$ cat config.mk
export PLATFORM = sky130hd
export DESIGN_NAME = instr_fetch_queue
export DESIGN_NICKNAME = d
export VERILOG_FILES = /design/src/rtl/instr_fetch_queue.sv
export SDC_FILE = /design/constraint.sdc
export NUM_CORES = 1
export LEC_CHECK = 0
export CAP_MARGIN = 40
export CORE_ASPECT_RATIO = 0.5
export CORE_MARGIN = 2
export CORE_UTILIZATION = 50
export DETAILED_ROUTE_END_ITERATION = 8
export PLACE_DENSITY = 0.9
export RECOVER_POWER = 100
export SYNTH_ARGS = -nofsm -noshare
export SYNTH_HDL_FRONTEND = slang
export SYNTH_SLANG_ARGS = --single-unit
export TNS_END_PERCENT = 30
$ cat constraint.sdc
create_clock -name clk -period 7 [get_ports clk]
set_input_delay 2.1 -clock clk [delete_from_list [all_inputs] [get_ports clk]]
set_output_delay 2.1 -clock clk [all_outputs]
set_load 0.01 [all_outputs]
$ cat src/rtl/instr_fetch_queue.sv
// Instruction prefetch FIFO with registered decode, feeding the control FSM.
// Optional ILLEGAL_OP_TRAP_EN: trap opcodes 010/011/110/111 as bubbles.
module instr_fetch_queue #(
    parameter int              DEPTH    = 2,
    parameter int              AW       = 8,
    parameter logic [AW-1:0]   RESET_PC = '0
) (
    input  logic          clk,
    input  logic          rst,
    input  logic [1:0]    state,
    input  logic          pc_load,
    input  logic [AW-1:0] pc_load_val,
    output logic          imem_req,
    output logic [AW-1:0] imem_addr,
    input  logic          imem_ack,
    input  logic [15:0]   imem_rdata,
    output logic [2:0]    opcode,
    output logic [2:0]    rd,
    output logic [2:0]    rs1,
    output logic [2:0]    rs2,
    output logic [15:0]   imm,
    output logic          noop,
    output logic [AW-1:0] instr_pc,
    output logic          illegal
);

    localparam int PW = $clog2(DEPTH);
    localparam int CW = PW + 1;

    logic [15:0]   fifo_data [DEPTH];
    logic [AW-1:0] fifo_addr [DEPTH];
    logic [PW-1:0] wptr;
    logic [PW-1:0] rptr;
    logic [CW-1:0] count;
    logic [CW-1:0] count_next;

    logic          outstanding;
    logic          discard;
    logic [AW-1:0] fetch_pc;
    logic [AW-1:0] pc_next;

    logic          fetch;
    logic          ack_take;
    logic          push;
    logic          pop;
    logic          issue;
    logic          trap;
    logic [15:0]   head;
    logic [AW-1:0] head_pc;

    assign imem_req = outstanding;
    assign fetch    = (state == 2'b00);
    assign ack_take = outstanding & imem_ack;
    assign push     = ack_take & ~discard & ~pc_load;
    assign pop      = fetch & ~pc_load & (count != '0);
    assign head     = fifo_data[rptr];
    assign head_pc  = fifo_addr[rptr];

`ifdef ILLEGAL_OP_TRAP_EN
    // Opcodes 010, 011, 110 and 111 all have bit 14 set.
    assign trap = head[14];
`else
    assign trap = 1'b0;
`endif

    // Occupancy and next fetch address after this cycle's push/pop/flush.
    always_comb begin
        count_next = count;
        pc_next    = fetch_pc;
        if (pc_load) begin
            count_next = '0;
            pc_next    = pc_load_val;
        end else begin
            if (push && !pop)
                count_next = count + CW'(1);
            else if (!push && pop)
                count_next = count - CW'(1);
            if (push)
                pc_next = fetch_pc + AW'(1);
        end
    end

    // A new request may start when the bus is free or retiring this cycle.
    assign issue = (~outstanding | ack_take) & ~pc_load
                 & (count_next < CW'(DEPTH));

    // Request tracking: one outstanding request, stale responses dropped.
    always_ff @(posedge clk or negedge rst) begin
        if (!rst) begin
            outstanding <= 1'b0;
            discard     <= 1'b0;
            imem_addr   <= RESET_PC;
            fetch_pc    <= RESET_PC;
        end else begin
            fetch_pc <= pc_next;
            if (issue) begin
                outstanding <= 1'b1;
                imem_addr   <= pc_next;
            end else if (ack_take) begin
                outstanding <= 1'b0;
            end
            if (pc_load && outstanding && !imem_ack)
                discard <= 1'b1;
            else if (ack_take)
                discard <= 1'b0;
        end
    end

    // FIFO storage: instruction word plus the address it was fetched from.
    always_ff @(posedge clk) begin
        if (push) begin
            fifo_data[wptr] <= imem_rdata;
            fifo_addr[wptr] <= imem_addr;
        end
    end

    // FIFO pointers and occupancy; a redirect empties the queue.
    always_ff @(posedge clk or negedge rst) begin
        if (!rst) begin
            wptr  <= '0;
            rptr  <= '0;
            count <= '0;
        end else if (pc_load) begin
            wptr  <= '0;
            rptr  <= '0;
            count <= '0;
        end else begin
            if (push)
                wptr <= wptr + PW'(1);
            if (pop)
                rptr <= rptr + PW'(1);
            count <= count_next;
        end
    end

    // Decode registers: load at FETCH, hold for the rest of the instruction.
    always_ff @(posedge clk or negedge rst) begin
        if (!rst) begin
            opcode   <= '0;
            rd       <= '0;
            rs1      <= '0;
            rs2      <= '0;
            imm      <= '0;
            noop     <= 1'b1;
            instr_pc <= '0;
            illegal  <= 1'b0;
        end else if (fetch) begin
            if (pop && !trap) begin
                opcode   <= head[15:13];
                rd       <= head[12:10];
                rs1      <= head[9:7];
                rs2      <= head[6:4];
                imm      <= {{9{head[6]}}, head[6:0]};
                noop     <= (head == 16'h0000);
                instr_pc <= head_pc;
                illegal  <= 1'b0;
            end else begin
                opcode   <= '0;
                rd       <= '0;
                rs1      <= '0;
                rs2      <= '0;
                imm      <= '0;
                noop     <= 1'b1;
                illegal  <= pop & trap;
                if (pop)
                    instr_pc <= head_pc;
            end
        end
    end

endmodule

Word level (Yosys, flattened, before mapping)
Memory sizes are Yosys's and may differ from the RTL's. A register that Yosys moved wholly into a read port is not among the register bits.
Index checks and enable logic that the tools add are counted.

cells by class
  add/sub/neg operators = 5
  $lt $le $gt $ge = 1
  muxes and demuxes = 21
  bitwise logic cells = 11
  reduce and logical (&&, ||, !) cells = 16

operators by type and width
  kind                                                number
  zero test 16 bit                                    1
  two-way mux 16 bit                                  1
  two-way mux 8 bit                                   2
  two-way mux 3 bit                                   4
  two-way mux 1 bit                                   10
  nonzero test 2 bit                                  5
  adder 8 x 1 -> 8 bit (second input constant)        1
  two-way mux 2 bit                                   4
  bitwise AND 1 bit                                   7
  logical AND 1 bit                                   4
  zero test 1 bit                                     4
  NOT 1 bit                                           3
  adder 1 bit (second input constant)                 2
  adder 2 x 1 -> 2 bit (second input constant)        1
  zero test 2 bit                                     1
  less-than comparator 2 bit (second input constant)  1
  AND reduction 2 bit                                 1
  subtractor 2 x 1 -> 2 bit (second input constant)   1
  OR 1 bit                                            1

word-level totals
  flip-flop bits (word level) = 51
  RAM bits = 48
  output and inout port bits = 47
  memories kept = 2

memories
  memory     words  width  rd ports  clocked after Yosys merged registers in  wr ports  RTL line  text
  fifo_data  2      16     1         0                                        1         30        logic [15:0] fifo_data [DEPTH];
  fifo_addr  2      8      1         1                                        1         31        logic [AW-1:0] fifo_addr [DEPTH];

Depth between registers and ports, before layout
Gate-level depths: netlist of the first run.

  depth in word-level cells = 11
  depth in mapped cells = 7
  depth with buffers taken out = 7

Worst setup path before layout of the first run
No wires, ideal clock.

  path type = input -> register
  start point = input port pc_load
  end point = memory fifo_addr[0][0] (enable)
  setup time = 0.435 ns
  arrival time = 4.193 ns
  data required time = 6.565 ns
  setup slack = 2.371 ns
  cell stages on the path = 3
  path buffers = 2
  path through = clkbuf_1 clkbuf_1 nor3_1

on the way
  cells in the longest elaborated chain, start to end = 4

ends and longest elaborated chain
  what                                     RTL line  text
  from (decl)                              11        input logic pc_load,
  NOT 1 bit                                54        assign push = ack_take & ~discard & ~pc_load;
  bitwise AND 1 bit                        54
  two-way mux 1 bit                        111       if (push) begin
  two-way mux 1 bit (implied by the code)  113       fifo_addr[wptr] <= imem_addr;
  to (decl)                                31

No other way between the ends.

Worst setup path in the final report of the first run
  start point = input port pc_load
  end point = register instr_pc[2] (read register of fifo_addr)

on the way
  cells in the longest elaborated chain, start to end = 4

ends and longest elaborated chain
  what                                  RTL line  text
  NOT 1 bit                             55        assign pop = fetch & ~pc_load & (count != '0);
  bitwise AND 1 bit (2 in a row)        55
  AND reduction 2 bit (no source line)  n/a
  to (decl)                             23        output logic [AW-1:0] instr_pc,

No other way between the ends.
A chain may end at the register's enable or synchronous reset.

==> metrics.yaml, run 1 <==
yosys.area_share.simple_pct: 9.38
cts_setup_buffers: 0
r2r_start: "imem_req"
cp-end-kind: "flop"
final_cell_mix: "64 x dlygate4sd3_1, 48 x edfxtp_1, 46 x dfrtp_1"
row_count: 22
hold_path.class: "reg2reg"
muxShareOfSynthArea_pct: 9.28
routed-via-count: 2442
groute.usage.overall_pct: 21.9
cap_violations: 2
yosys_most_used_dff: "edfxtp_1"
worstHoldStart: "rs1[1]"
diodes: 0
setup_viol: 0
grt_overflow: 0
synth_compound_area_share_pct: 5.98
outcome: "finished, violations left"
final_core_util_pct: 65.3
ant_nets: 0
clock.fmax_mhz: 215
arrival_ns: 4.77
ff2ff_setup_slack_ns: 4.45
fin_crit_ns: 4.64
grt_pass1_vias: 2570
synth_adder_area_share_pct: 0.647
power_density_nw_per_um2: 328
finalHoldViolCount: 0
viasPerCell: 5.48
synth_cells: 279
seq_area_frac_synth_pct: 67.7
crit_required_ns: 7.13
final_cells: 446
ir_worst_vdd_v: 0.000182
power_leakage_nw: 1.91
die-area_sq_um: 8500
io_buffers: 75
crit_fanout: 33
clockBufferDepth: 2
synth_edf_count: 48
fillers: 508
slew_headroom_pct: -6.04
die_w_um: 128
cp-start-kind: "input pin"
coreArea_sq_um: 7400
stdcell_area_sq_um: 4840
nets: 377
synth_cell_types: 37
numCtsBuffers: 9
min_to: "rs1[1]"
synth_top_family_by_area: "simple AND/OR/NAND/NOR gates"
pin_count: 77
dr.pass1.iters: 5
clockRootBuffer: "clkbuf_16"
post-route-period-util_pct: 66.3
hold_depth: 2
htreeDepth: 3
final_layout_size_suffix_gt1_share_pct: 6.29
syn_nets: 311
layout_commonest_cell: "dlygate4sd3_1"
globalplace.congestion: 0.767
drt-total-wl_mm: 8.74
dpl.hpwl_mm: 5.79
r2r-end: "fifo_data[1][3]"
wl_per_cell_um: 19.6
placed_cell_area_sq_um: 4640
finalSetupTns_ns: 0
die_h_um: 66.2
hold_buffers: 0
initialDrtViolationCount: 234
ys_warn_count: 0
syn_to_final_growth_pct: 25.0
drcViolationCount: 0
async_flop_share_pct: 49.5
grt_pass1_wl_mm: 13.5
clk_pin_slew_ns: 0.07
synth_xor_area_share_pct: 2.49
insertion_delay_ns: 0.35
yosysTopAreaCell: "edfxtp_1"
dp_cells: 429
cts_sinks: 95
antenna_found_initial: 0
violations: "max-capacitance violations, max-slew violations"
cts_resized: 0
cts_tree: "done"
synth_area_leaders: "edfxtp_1 37%, dfrtp_1 30%, mux2i_1 6.5%"
clock_skew_ns: 0.00831
synthesis.area_sq_um: 3870
path_class: "in2reg"
drv_slew: 25
worstRegToRegCells: 3
worst-slew-pin-transition_ns: 1.59
initial_utilization_pct: 52.2
grt_max_degree: 34
synth.avg_cell_area_sq_um: 13.9
synth_top_area_share_pct: 37.3
synth-seq-cells: 95
rsz0062_at_grt: "no"
## state kept, by name (all words and copies together) (netlist names)
name and count:
instr_pc 8, rs1 3, count 2, imem_addr 8, fifo_data 32, imem_req 1, wptr 1, discard 1
imm 5, opcode 3, fetch_pc 8, rd 3, rptr 1, noop 1, fifo_addr 16, rs2 2
## kinds of logic after synthesis
| kind of cell | after synthesis |
|---|---|
| AO/OA/AOI/OAI | 40 |
| XOR/XNOR | 11 |
| adder cells (fa/ha/maj) | 2 |
| buffers and inverters | 30 |
| flip-flops | 95 |
| multiplexers | 33 |
| other | 1 |
| AND/OR/NAND/NOR | 67 |
## worst max path at each step
| stage | slack [ns] | depth (start not counted) | start | end |
|---|---|---|---|---|
| 2_1_floorplan | 2.37 | 3 | pc_load | fifo_addr[0][0] |
| 3_3_place_gp | 2.63 | 3 | pc_load | fifo_data[1][5] |
| 3_5_place_dp | 2.50 | 4 | pc_load | instr_pc[0] |
| 4_1_cts | 2.79 | 4 | pc_load | instr_pc[2] |
| 5_1_grt | 2.15 | 5 | pc_load | instr_pc[5] |
| 6_report | 2.36 | 5 | pc_load | instr_pc[2] |
## worst max-delay path: stages
cell           delay (ns)
dlygate4sd3_1        1.05
inv_1                0.19
nand2_1              0.11
clkbuf_1             0.95
o21ai_0              0.36
## cells in the mapped netlist, types with 2 or more instances
| master | number |
|---|---|
| edfxtp_1 | 48 |
| dfrtp_1 | 46 |
| nand2_1 | 35 |
| o21ai_0 | 31 |
| mux2i_1 | 25 |
| buf_4 | 13 |
| clkbuf_1 | 9 |
| nor4_1 | 8 |
| nor2_1 | 7 |
| xor2_1 | 6 |
| a21oi_1 | 5 |
| inv_1 | 5 |
| mux2_4 | 5 |
| xnor2_1 | 5 |
| nand4_1 | 4 |
| mux2_1 | 3 |
| and3_1 | 2 |
| buf_2 | 2 |
| ha_1 | 2 |
## stage by stage
step | power (mW) | setup slack, ns | hold slack [ns]
2_1_floorplan | 0.955 | 2.37 | 0.465
3_3_place_gp | 1.13 | 2.63 | 0.450
3_5_place_dp | 1.16 | 2.50 | 0.477
4_1_cts | 1.65 | 2.79 | 0.487
5_1_grt | 1.65 | 2.15 | 0.512
6_report | 1.59 | 2.36 | 0.480
## cell type report
cell class                 count  area [sq um]  share of cell area, %
clock buffer                  11           254                   5.25
clock inverter                 5          40.0                  0.828
multi-input combinational    154          1020                   21.1
tap                           96           120                   2.48
inverter                       5          18.8                  0.388
sequential                    95          2620                   54.1
timing repair buffer          80           767                   15.9
## report_power, final
part	total (mW)	switching [mW]	internal, mW
combinational	0.343	0.174	0.169
clock	0.480	0.215	0.265
sequential	0.764	0.0723	0.692
## layer usage
metal | part of all wire (%) | GRT usage [%] | vias up
met2 | 53 | 40.0 | 75
met4 | 1.7 | 8.24 | 0
met1 | 40 | 24.3 | 1237
met5 | 0 | 0 | -
li1 | - | - | 1119
met3 | 5.1 | 6.88 | 11
No activity file was read; power rests on OpenSTA's default activity.
==> run 2: changes to the inputs <==
--- a/config.mk
+++ b/config.mk
@@ -8,9 +8,9 @@
 export CAP_MARGIN = 40
 export CORE_ASPECT_RATIO = 0.5
 export CORE_MARGIN = 2
-export CORE_UTILIZATION = 50
+export CORE_UTILIZATION = 46
 export DETAILED_ROUTE_END_ITERATION = 8
-export PLACE_DENSITY = 0.9
+export PLACE_DENSITY = 0.87
 export RECOVER_POWER = 100
 export SYNTH_ARGS = -nofsm -noshare
 export SYNTH_HDL_FRONTEND = slang
==> constraint.sdc (replaced) <==
create_clock -name clk -period 3.75 [get_ports clk]
set_input_delay 1.125 -clock clk [delete_from_list [all_inputs] [get_ports clk]]
set_output_delay 1.125 -clock clk [all_outputs]
set_load 0.01 [all_outputs]
==> run 2 against run 1 <==
  * The flow now finishes without violations
  * Register-to-register slack got worse by 2.9 ns
  * Non-clock buffer count is 1 higher
  * Clock-buffer cell count shrank 1
  * Global-route usage decreased by 3.1 points
  * Clock skew decreased by 0.0031 ns
  * Sequential power is 86% higher
  * Core utilization down 4.2 points
  * Hold slack got worse by 0.022 ns
  * Critical path depth increased by 1
  * Final cell count increased by 3.8%
  * Combinational power grew 91%
  * Die area grew 8.3%
  * Largest cell class unchanged
==> metrics.yaml, run 2 (same netlist as run 1, synthesis figures left out) <==
final_core_util_pct: 61.1  # -4.2 points
cts_sinks: 95  # unchanged
dr.pass1.iters: 4  # -1
clock_skew_ns: 0.00523  # -0.00308 ns
path_class: "in2reg"
htreeDepth: 3  # unchanged
numCtsBuffers: 9  # unchanged
p_clk_share_pct: 30.3  # about the same
ant_nets: 0  # unchanged
initial_utilization_pct: 47.8  # -4.4 points
crit_family: "simple AND/OR/NAND/NOR gates"
cts_tree: "done"
cp.buffers_inverters: 1  # -2
hold_depth: 2  # unchanged
drcViolationCount: 0  # unchanged
clockRootBuffer: "clkbuf_16"
power_leakage_nw: 1.96  # +2.6%
crit_chain: "dlygate4sd3_1, and3b_1, xnor2_1, a221oi_4, nand2_4, mux2_1"
cpMaxStageDelayCell: "dlygate4sd3_1"
finalSetupTns_ns: 0  # unchanged
grt_overflow: 0  # unchanged
fin_crit_ns: 3.12
outcome: "complete, no violations"
cp-end-kind: "flop"
max_stage_delay_ns: 0.59  # -0.46 ns
largest_reg_flops: 32  # unchanged
dp_cells: 447  # +4.2%
io_buffers: 75  # unchanged
setup_viol: 0  # unchanged
insertion_delay_ns: 0.34  # about the same
crit_fanout: 11  # -67%
p_sw_mw: 0.831  # +80%
regMostFlops: "fifo_data"
cts_resized: 0  # unchanged
diodes: 0  # unchanged
nets: 378  # +0.27%
clock.fmax_mhz: 321
wl_per_cell_um: 17.3  # -12%
syn_to_final_growth_pct: 27.7
die_w_um: 134  # +4.1%
grt_pass1_vias: 2556  # -0.54%
dpl.hpwl_mm: 5.33  # -7.9%
grt_max_degree: 34  # unchanged
row_count: 23  # +4.5%
final_cell_mix: "64 x dlygate4sd3_1, 48 x edfxtp_1, 46 x dfrtp_1"
cp-start-kind: "input pin"
hold_path.class: "reg2reg"
cts_setup_buffers: 0  # unchanged
layout_commonest_cell: "dlygate4sd3_1"
clk_pin_slew_ns: 0.06  # about the same
die_h_um: 68.8  # +4.0%
final_layout_size_suffix_gt1_share_pct: 9.12  # +2.8 points
clockBufferDepth: 2  # unchanged
switching_share_pct: 27.9  # -1.1 points
arrival_ns: 3.33  # -1.44 ns
crit_required_ns: 3.97  # -3.16 ns
slew_headroom_pct: 24.9  # +31 points
cap_violations: 0  # -2
rsz0062_at_grt: "no"
viasPerCell: 5.30  # -3.2%
pin_count: 77  # unchanged
post-route-period-util_pct: 83.1
drt-total-wl_mm: 8.03  # -8.2%
coreArea_sq_um: 8090  # +9.2%
finalHoldViolCount: 0  # unchanged
routed-via-count: 2454  # +0.49%
worst-slew-pin-transition_ns: 1.13  # -0.464 ns
worstRegToRegCells: 5  # +2
final_cells: 463  # +3.8%
globalplace.congestion: 0.818  # +6.6%
initialDrtViolationCount: 204  # -13%
die-area_sq_um: 9200  # +8.3%
reg_top3: "fifo_data x32, fifo_addr x16"
placed_cell_area_sq_um: 4660  # +0.59%
combPwrFrac_pct: 22.0  # +0.4 points
power.share.sequential_pct: 47.6  # -0.5 points
hold_buffers: 0  # unchanged
antenna_found_initial: 0  # unchanged
ir_worst_vdd_v: 0.000286  # +57%
stdcell_area_sq_um: 4940  # +2.2%
power_density_nw_per_um2: 602  # +83%
cp.depth: 6  # +1
grt_pass1_wl_mm: 12.6  # -6.4%
drv_slew: 0  # -100%
internal_power_mw: 2.14  # +90%
groute.usage.overall_pct: 18.8  # -3.1 points
run 2: power groups by stage:
stage	registers, mW	logic, mW	clock network, mW
6_report	1.42	0.656	0.902
3_3_place_gp	1.42	0.686	0
5_1_grt	1.44	0.711	0.951
4_1_cts	1.42	0.731	0.906
3_5_place_dp	1.44	0.717	0
2_1_floorplan	1.46	0.323	0
run 2: worst register-to-register path, delay by kind of cell (launching register included):
kind / cells / cell delay (ns)
AOI/OAI and AO/OA: 1 / 0.34
muxes: 1 / 0.34
and+or+nand+nor: 2 / 0.70
xor gates and xnor gates: 1 / 0.24
DFF: 1 / 0.44
run 2: final timing paths:
path | from | endpoint | slack (ns)
max in group asynchronous | rst | imem_addr[2] | 2.05
worst max-delay path | imem_ack | imem_addr[1] | 0.63
worst min register to register | noop | noop | 0.46
min in group asynchronous | rst | imm[2] | 0.99
worst min-delay path | noop | noop | 0.46
worst max register to register | imem_req | imem_addr[1] | 1.57
run 2: metrics by stage:
step                setup slack, ns  hold slack, ns  power (mW)
finish                        0.633           0.458        2.97
global route                  0.504           0.497        3.10
CTS                           0.911           0.462        3.06
detailed placement            0.565           0.453        2.15
global placement              0.630           0.452        2.11
floorplan                    0.0964           0.465        1.78
run 2: per-layer routing:
layer  track usage, %  vias up  routed length [um]
met2             35.4      106                4310
met3             5.77       25                 374
met5                0        -                   0
met1             19.7     1199                3070
li1                 -     1124                   -
met4             10.4        0                 274
run 2: layout make-up:
cell class	instances	area (sq um)
clock inverter	6	68.8
sequential	95	2620
multi-input combinational	154	1070
clock buffer	10	229
fill	569	3140
tap	112	140
timing repair buffer	81	796
inverter	5	18.8
